### config.mk
export PLATFORM = sky130hd
export DESIGN_NAME = operar_vetores_arbitro_flat
export DESIGN_NICKNAME = d
export VERILOG_FILES = /design/src/rtl/operar_vetores_arbitro_if.sv /design/src/rtl/operar_vetores_arbitro.sv /design/src/flat_wrapper.sv
export SDC_FILE = /design/constraint.sdc
export NUM_CORES = 1
export LEC_CHECK = 0
export CELL_PAD_IN_SITES_DETAIL_PLACEMENT = 1
export CELL_PAD_IN_SITES_GLOBAL_PLACEMENT = 2
export CORE_ASPECT_RATIO = 1.2
export CORE_MARGIN = 5
export CORE_UTILIZATION = 22
export DETAILED_ROUTE_END_ITERATION = 6
export PLACE_DENSITY_LB_ADDON = 0.1
export SLEW_MARGIN = 0
export SYNTH_ARGS = -nofsm -noshare
export SYNTH_HDL_FRONTEND = slang
export SYNTH_SLANG_ARGS = --single-unit
export TNS_END_PERCENT = 5
### constraint.sdc
create_clock -name clk -period 1.3 [get_ports clk]
set_clock_uncertainty 0.2 [all_clocks]
set_input_delay 0.195 -clock clk [delete_from_list [all_inputs] [get_ports clk]]
set_output_delay 0.195 -clock clk [all_outputs]
set_load 0.005 [all_outputs]
### src/rtl/operar_vetores_arbitro_if.sv
// Request/result bundle between two vector requesters, the arbiter and the result consumer.
interface operar_vetores_arbitro_if;
  logic       req0;
  logic       req1;
  logic [1:0] op0;
  logic [1:0] op1;
  logic [2:0] a0;
  logic [2:0] b0;
  logic [2:0] a1;
  logic [2:0] b1;
  logic       gnt0;
  logic       gnt1;
  logic       res_valid;
  logic       res_ready;
  logic       res_id;
  logic [5:0] res_data;
  logic       ocupado;

  modport master (
    output req0, req1, op0, op1, a0, b0, a1, b1, res_ready,
    input  gnt0, gnt1, res_valid, res_id, res_data, ocupado
  );

  modport slave (
    input  req0, req1, op0, op1, a0, b0, a1, b1, res_ready,
    output gnt0, gnt1, res_valid, res_id, res_data, ocupado
  );
endinterface

### src/rtl/operar_vetores_arbitro.sv
// Round-robin arbiter for two requesters feeding one 3-bit vector operation unit.
// Define OPERAR_VETORES_AND_EN to make op 11 a bitwise AND (otherwise it yields zero).
module operar_vetores_arbitro (
  input logic                     clk,
  input logic                     rst,
  operar_vetores_arbitro_if.slave bus
);

  typedef enum logic [1:0] {StOcioso, StCalc, StEntrega} state_e;

  state_e     r_state;
  logic       r_last;
  logic       r_id;
  logic [1:0] r_op;
  logic [2:0] r_a;
  logic [2:0] r_b;
  logic       r_gnt0;
  logic       r_gnt1;
  logic       r_valid;
  logic       r_res_id;
  logic [5:0] r_data;
  logic       r_ocupado;

  logic       w_any;
  logic       w_win;
  logic [5:0] w_result;

  assign w_any = bus.req0 | bus.req1;
  // On a tie the requester not granted last wins; otherwise the lone requester wins.
  assign w_win = (bus.req0 & bus.req1) ? ~r_last : bus.req1;

  always_comb begin
    w_result = 6'b000000;
    case (r_op)
      2'b00:   w_result = {3'b000, r_a | r_b};
      2'b01:   w_result = {5'b00000, (|r_a) | (|r_b)};
      2'b10:   w_result = {~r_b, ~r_a};
      default: begin
`ifdef OPERAR_VETORES_AND_EN
        w_result = {3'b000, r_a & r_b};
`else
        w_result = 6'b000000;
`endif
      end
    endcase
  end

  always_ff @(posedge clk) begin
    if (rst) begin
      r_state   <= StOcioso;
      r_last    <= 1'b1;
      r_id      <= 1'b0;
      r_op      <= 2'b00;
      r_a       <= 3'b000;
      r_b       <= 3'b000;
      r_gnt0    <= 1'b0;
      r_gnt1    <= 1'b0;
      r_valid   <= 1'b0;
      r_res_id  <= 1'b0;
      r_data    <= 6'b000000;
      r_ocupado <= 1'b0;
    end else begin
      unique case (r_state)
        StOcioso: begin
          if (w_any) begin
            r_state   <= StCalc;
            r_id      <= w_win;
            r_last    <= w_win;
            r_op      <= w_win ? bus.op1 : bus.op0;
            r_a       <= w_win ? bus.a1 : bus.a0;
            r_b       <= w_win ? bus.b1 : bus.b0;
            r_gnt0    <= ~w_win;
            r_gnt1    <= w_win;
            r_ocupado <= 1'b1;
          end
        end
        StCalc: begin
          r_gnt0   <= 1'b0;
          r_gnt1   <= 1'b0;
          r_data   <= w_result;
          r_res_id <= r_id;
          r_valid  <= 1'b1;
          r_state  <= StEntrega;
        end
        StEntrega: begin
          if (bus.res_ready) begin
            r_valid   <= 1'b0;
            r_ocupado <= 1'b0;
            r_state   <= StOcioso;
          end
        end
        default: r_state <= StOcioso;
      endcase
    end
  end

  assign bus.gnt0      = r_gnt0;
  assign bus.gnt1      = r_gnt1;
  assign bus.res_valid = r_valid;
  assign bus.res_id    = r_res_id;
  assign bus.res_data  = r_data;
  assign bus.ocupado   = r_ocupado;

endmodule

### src/flat_wrapper.sv
// flat-port wrapper written by rule: the top's interface ports become plain ports
module operar_vetores_arbitro_flat 
  (clk, rst, bus_req0, bus_req1, bus_op0, bus_op1, bus_a0, bus_b0, bus_a1, bus_b1, bus_res_ready, bus_gnt0, bus_gnt1, bus_res_valid, bus_res_id, bus_res_data, bus_ocupado);
  operar_vetores_arbitro_if bus_i ();
  input logic clk;
  input logic rst;
  input wire logic [$bits(bus_i.req0)-1:0] bus_req0;
  input wire logic [$bits(bus_i.req1)-1:0] bus_req1;
  input wire logic [$bits(bus_i.op0)-1:0] bus_op0;
  input wire logic [$bits(bus_i.op1)-1:0] bus_op1;
  input wire logic [$bits(bus_i.a0)-1:0] bus_a0;
  input wire logic [$bits(bus_i.b0)-1:0] bus_b0;
  input wire logic [$bits(bus_i.a1)-1:0] bus_a1;
  input wire logic [$bits(bus_i.b1)-1:0] bus_b1;
  input wire logic [$bits(bus_i.res_ready)-1:0] bus_res_ready;
  output wire logic [$bits(bus_i.gnt0)-1:0] bus_gnt0;
  output wire logic [$bits(bus_i.gnt1)-1:0] bus_gnt1;
  output wire logic [$bits(bus_i.res_valid)-1:0] bus_res_valid;
  output wire logic [$bits(bus_i.res_id)-1:0] bus_res_id;
  output wire logic [$bits(bus_i.res_data)-1:0] bus_res_data;
  output wire logic [$bits(bus_i.ocupado)-1:0] bus_ocupado;
  assign bus_i.req0 = bus_req0;
  assign bus_i.req1 = bus_req1;
  assign bus_i.op0 = bus_op0;
  assign bus_i.op1 = bus_op1;
  assign bus_i.a0 = bus_a0;
  assign bus_i.b0 = bus_b0;
  assign bus_i.a1 = bus_a1;
  assign bus_i.b1 = bus_b1;
  assign bus_i.res_ready = bus_res_ready;
  assign bus_gnt0 = bus_i.gnt0;
  assign bus_gnt1 = bus_i.gnt1;
  assign bus_res_valid = bus_i.res_valid;
  assign bus_res_id = bus_i.res_id;
  assign bus_res_data = bus_i.res_data;
  assign bus_ocupado = bus_i.ocupado;
  operar_vetores_arbitro u_core (.clk(clk), .rst(rst), .bus(bus_i));
endmodule
Word-level counts from Yosys, hierarchy flattened:

Index checks and enable logic that the tools add are counted.

* equal/unequal tests: 6
* reduce and logical (&&, ||, !) cells: 12
* bitwise logic cells: 8
* muxes and demuxes: 16

Operators by type and width (number)
* $pmux 6 s3: 1
* $pmux 1 s2: 4
* $reduce_and 2->1: 4
* $mux 2: 3
* $mux 3: 2
* $not 3->3: 2
* $pmux 2 s3: 1
* $reduce_bool 2->1: 3
* $reduce_or 3->1: 2
* $mux 1: 5
* $eq 2x1->1 const B: 2
* $eq 2x2->1 const B: 2
* $logic_not 2->1: 2
* $or 3x3->3: 1
* $reduce_and 3->1: 1
* $ne 2x1->1 const B: 1
* $ne 2x2->1 const B: 1
* $not 1->1: 2
* $or 1x1->1: 2
* $and 1x1->1: 1

* input bits: 21
* bits in registers: 23
* word-level logic and storage cells: 54
* output and inout bits: 11

Depth between registers and ports, before layout:

* word-level depth: 5
* mapped depth: 5
* depth with buffers taken out: 4

Worst setup path after synthesis:

No wires, ideal clock.

* path kind: reg-to-reg
* start point: register u_core.r_a[0]
* end point: register u_core.r_data[0], in the netlist u_core.bus.res_data[0]
* stages on the path, launching flop included: 4
* clock period less this slack: 1.427 ns
* library setup time: 0.133 ns
* slack: -0.127 ns
* required time: 0.967 ns
* buffers on the path: 0
* arrival: 1.093 ns
* cell sequence: dfxtp_1 -> or4_1 -> o31ai_1 -> o211ai_1

* word-level cells in the longest chain between the ends: 3
* elaborated cells on any way between the ends: 5
* those cells by class: mux: 1; bitwise: 3; reduce/logical: 1

RTL lines
* start, declared: RTL line operar_vetores_arbitro.sv:15 `logic [2:0] r_a;`
* start signal, assigned: RTL line operar_vetores_arbitro.sv:70 `r_a <= w_win ? bus.a1 : bus.a0;`
* $reduce_or 3->1: RTL line operar_vetores_arbitro.sv:36 `2'b01: w_result = {5'b00000, (|r_a) | (|r_b)};`
* $or 1x1->1: RTL line operar_vetores_arbitro.sv:36
* $pmux 6 s3 *: RTL line operar_vetores_arbitro.sv:34 `case (r_op)`
* end signal, assigned: RTL line operar_vetores_arbitro.sv:80 `r_data <= w_result;`
* end, declared: RTL line operar_vetores_arbitro.sv:21 `logic [5:0] r_data;`

Every way passes the cells marked *; elsewhere a longest branch is shown, timed or not.
A chain may end at the register's enable or synchronous reset.

Worst setup path after layout:

Ends and elaborated chain as after synthesis.

==> metrics <==
max-cap violations 0; Core Rows 26; Yosys cell types 29; RSZ-0062 raised after global routing yes; GRT Total Usage 0.108; Reg power frac 0.478; DR WL/cell 13.5 um; initial antenna violation count 0; area grow syn2layout 59.6%; Final WS setup -0.153 ns; fin cells 212; Clock Power Share 0.256; Initial Util 0.226; WL met2 1660 um; Post-DP Area 1460 um2; DR pass1 iterations 2; clock buffer depth 2; asr flop ratio synth 0; first-pass GRT wire length 4990 um; CP bufs+invs 0; Vias 964; cell breakdown of the critical path or4_4 -> o31ai_2 -> o211ai_1; post-synthesis register bit count 23; detailed placement HPWL approximately 2300 um; most frequent cells in the layout dfxtp_1 (18), clkdlybuf4s50_1 (17), nand2_1 (15), nor2_1 (15); Slew Limit Headroom 0.775; DRC marker count from the first detailed-route iteration 29; setup_tns -0.617 ns; Switching Fraction 0.278; CP arrival 1.39 ns; GRT Residual Overflow 0; die width 70.1 um; Switching Power 484 uW; Worst-Skew Late Latency 0.26 ns; top fanout value on the critical path 2; Comb power frac 0.266; CP startpoint kind flop; CTS tree built; XOR/XNOR share of the synthesized area 0; Post-DRT Antenna Nets 0; Mapped Cells 110; Peak VDD IR around 0.00042 V; CP required 1.24 ns; M1 WL 1080 um; CP peak stage delay 0.53 ns; utilization after layout 0.360; largest family of logic cells by synthesized area compound AO/OA/AOI/OAI gates; most common cell after layout, fill and taps aside dfxtp_1; Static Leak 0.000654 uW; top routing layer used met4; mux cell area share after synthesis 0.0105; Pwr Density about 1100 nW/um2; post-route cell area ~1500 um2; clock transition at the registers of the reported paths 0.08 ns; vias per cell 4.55; I/O pins 32; DIE AREA 5760 um2; share of layout cells above drive strength 1 0.218; crit share post-route 1.12; Die Y approximately 82 um; Synth Area in Simple Gates 0.225; met3 routed WL 109 um; total CTS buffers 3; failing checks negative setup slack; status finished, violations left; DRC 0; core area 4230 um2; Final setup viols 10; H-tree depth 1; Worst Hold Class input pin to flop; setup bufs post-CTS 0; Main synth FF type dfxtp_1; Tmin final between 1 and 1.5 ns; number of enable flip-flop cells after synthesis 0; Syn Area/Cell 8.68 um2; register area share after synthesis 0.482; Crit Path Category flop to flop; total power 1740 uW; clock sink count 23; Critical Path End Type flop; DP Cell Count 208; Pint 1260 uW; Yosys top cell area share 0.482; synthesized area 955 um2; compound-gate portion of the synthesized area 0.254; I/O Buffers 31; adder-cell share of the synthesized area 0; fmax 688 MHz; Synth warnings 0; Slew @ Worst Pin 0.335 ns; Max Slew Vio Count 0; synth top area cells dfxtp_1 (48%), a211oi_1 (7.1%), a21oi_1 (6.8%), nand2_1 (6.3%), nor2_1 (5.9%); vias in the first global route 1062; final-stage net count about 180; routability cong. approximately 0.67; largest net degree at the start of global routing 13; Slowest cell on crit path or4_4; Final Hold Viols 0; post-synthesis net count roughly 130; Synth area leader dfxtp_1; Antenna diodes 0; CP delay by family, top simple AND/OR/NAND/NOR gates; Root Driver clkbuf_8; Hold Buf Count CTS 0; Routed Wire Length 2870 um
-- sequential cells by signal, indices dropped and copies added (netlist names), 2 cells and up --
name / flops
u_core.r_b: 3
u_core.r_a: 3
u_core.r_state: 2
u_core.r_op: 2
u_core.bus.res_data: 6
-- synthesized netlist by cell type (2+ instances only) --
cell type	number
a21oi_1	13
nand2_1	16
nor3_1	4
buf_4	2
a22o_1	2
o21ai_0	4
nor2_1	15
a211oi_1	9
nand3b_1	2
clkbuf_1	2
dfxtp_1	23
-- cells by family (layout without fill, tap and decap cells) --
| family | after synthesis | in the layout |
|---|---|---|
| AO/OA/AOI/OAI | 36 | 36 |
| buffers and inverters | 5 | 51 |
| flip-flops | 23 | 23 |
| multiplexers | 1 | 1 |
| AND/OR/NAND/NOR | 45 | 45 |
-- what timing repair did --
action                                  4_1_cts  5_1_grt
pin swaps                                     3        4
gates resized for setup                      16       10
endpoints found under the setup margin       30       21
-- worst register-to-register path, delay by kind of cell, from the launching register on --
| family | cells | cell delay, ns |
|---|---|---|
| AO/OA/AOI/OAI | 2 | 0.28 |
| AND/OR/NAND/NOR | 1 | 0.53 |
| flip-flops | 1 | 0.32 |
-- metrics by stage --
| stage | hold slack, ns | worst slack [ns] |
|---|---|---|
| 6_report | 0.203 | -0.153 |
| 5_1_grt | 0.210 | -0.180 |
| 4_1_cts | 0.263 | -0.215 |
| 3_5_place_dp | 0.251 | -0.486 |
| 3_3_place_gp | 0.238 | -0.434 |
| 2_1_floorplan | 0.136 | -0.127 |
-- final cells by class --
cell class	count	area [um2]
Inverter	1	3.75
Fill cell	526	2710
Tap cell	56	70.1
Sequential cell	23	467
Multi-Input combinational cell	82	492
Clock buffer	4	45.0
Timing Repair Buffer	46	447
-- final timing paths --
kind,end,cells past startpoint,slack [ns],startpoint
max,u_core.bus.res_data[0],3,-0.15,u_core.r_a[0]
min,u_core.r_a[1],3,0.20,rst
max reg2reg,u_core.bus.res_data[0],3,-0.15,u_core.r_a[0]
min reg2reg,u_core.bus.res_data[4],2,0.25,u_core.bus.res_data[4]
-- per-layer routing --
layer | GRT usage | up-vias
met3 | 0.0254 | 2
li1 | - | 484
met2 | 0.214 | 11
met4 | 0.0402 | 0
met5 | 0 | -
met1 | 0.112 | 467
-- power groups by stage --
stage	combinational (uW)	sequential [uW]	clock, uW
3_5_place_dp	478	843	0
5_1_grt	519	847	498
4_1_cts	460	828	465
3_3_place_gp	468	842	0
2_1_floorplan	203	843	0
6_report	463	834	446
Note: power is estimated with default switching activity, not from simulation.
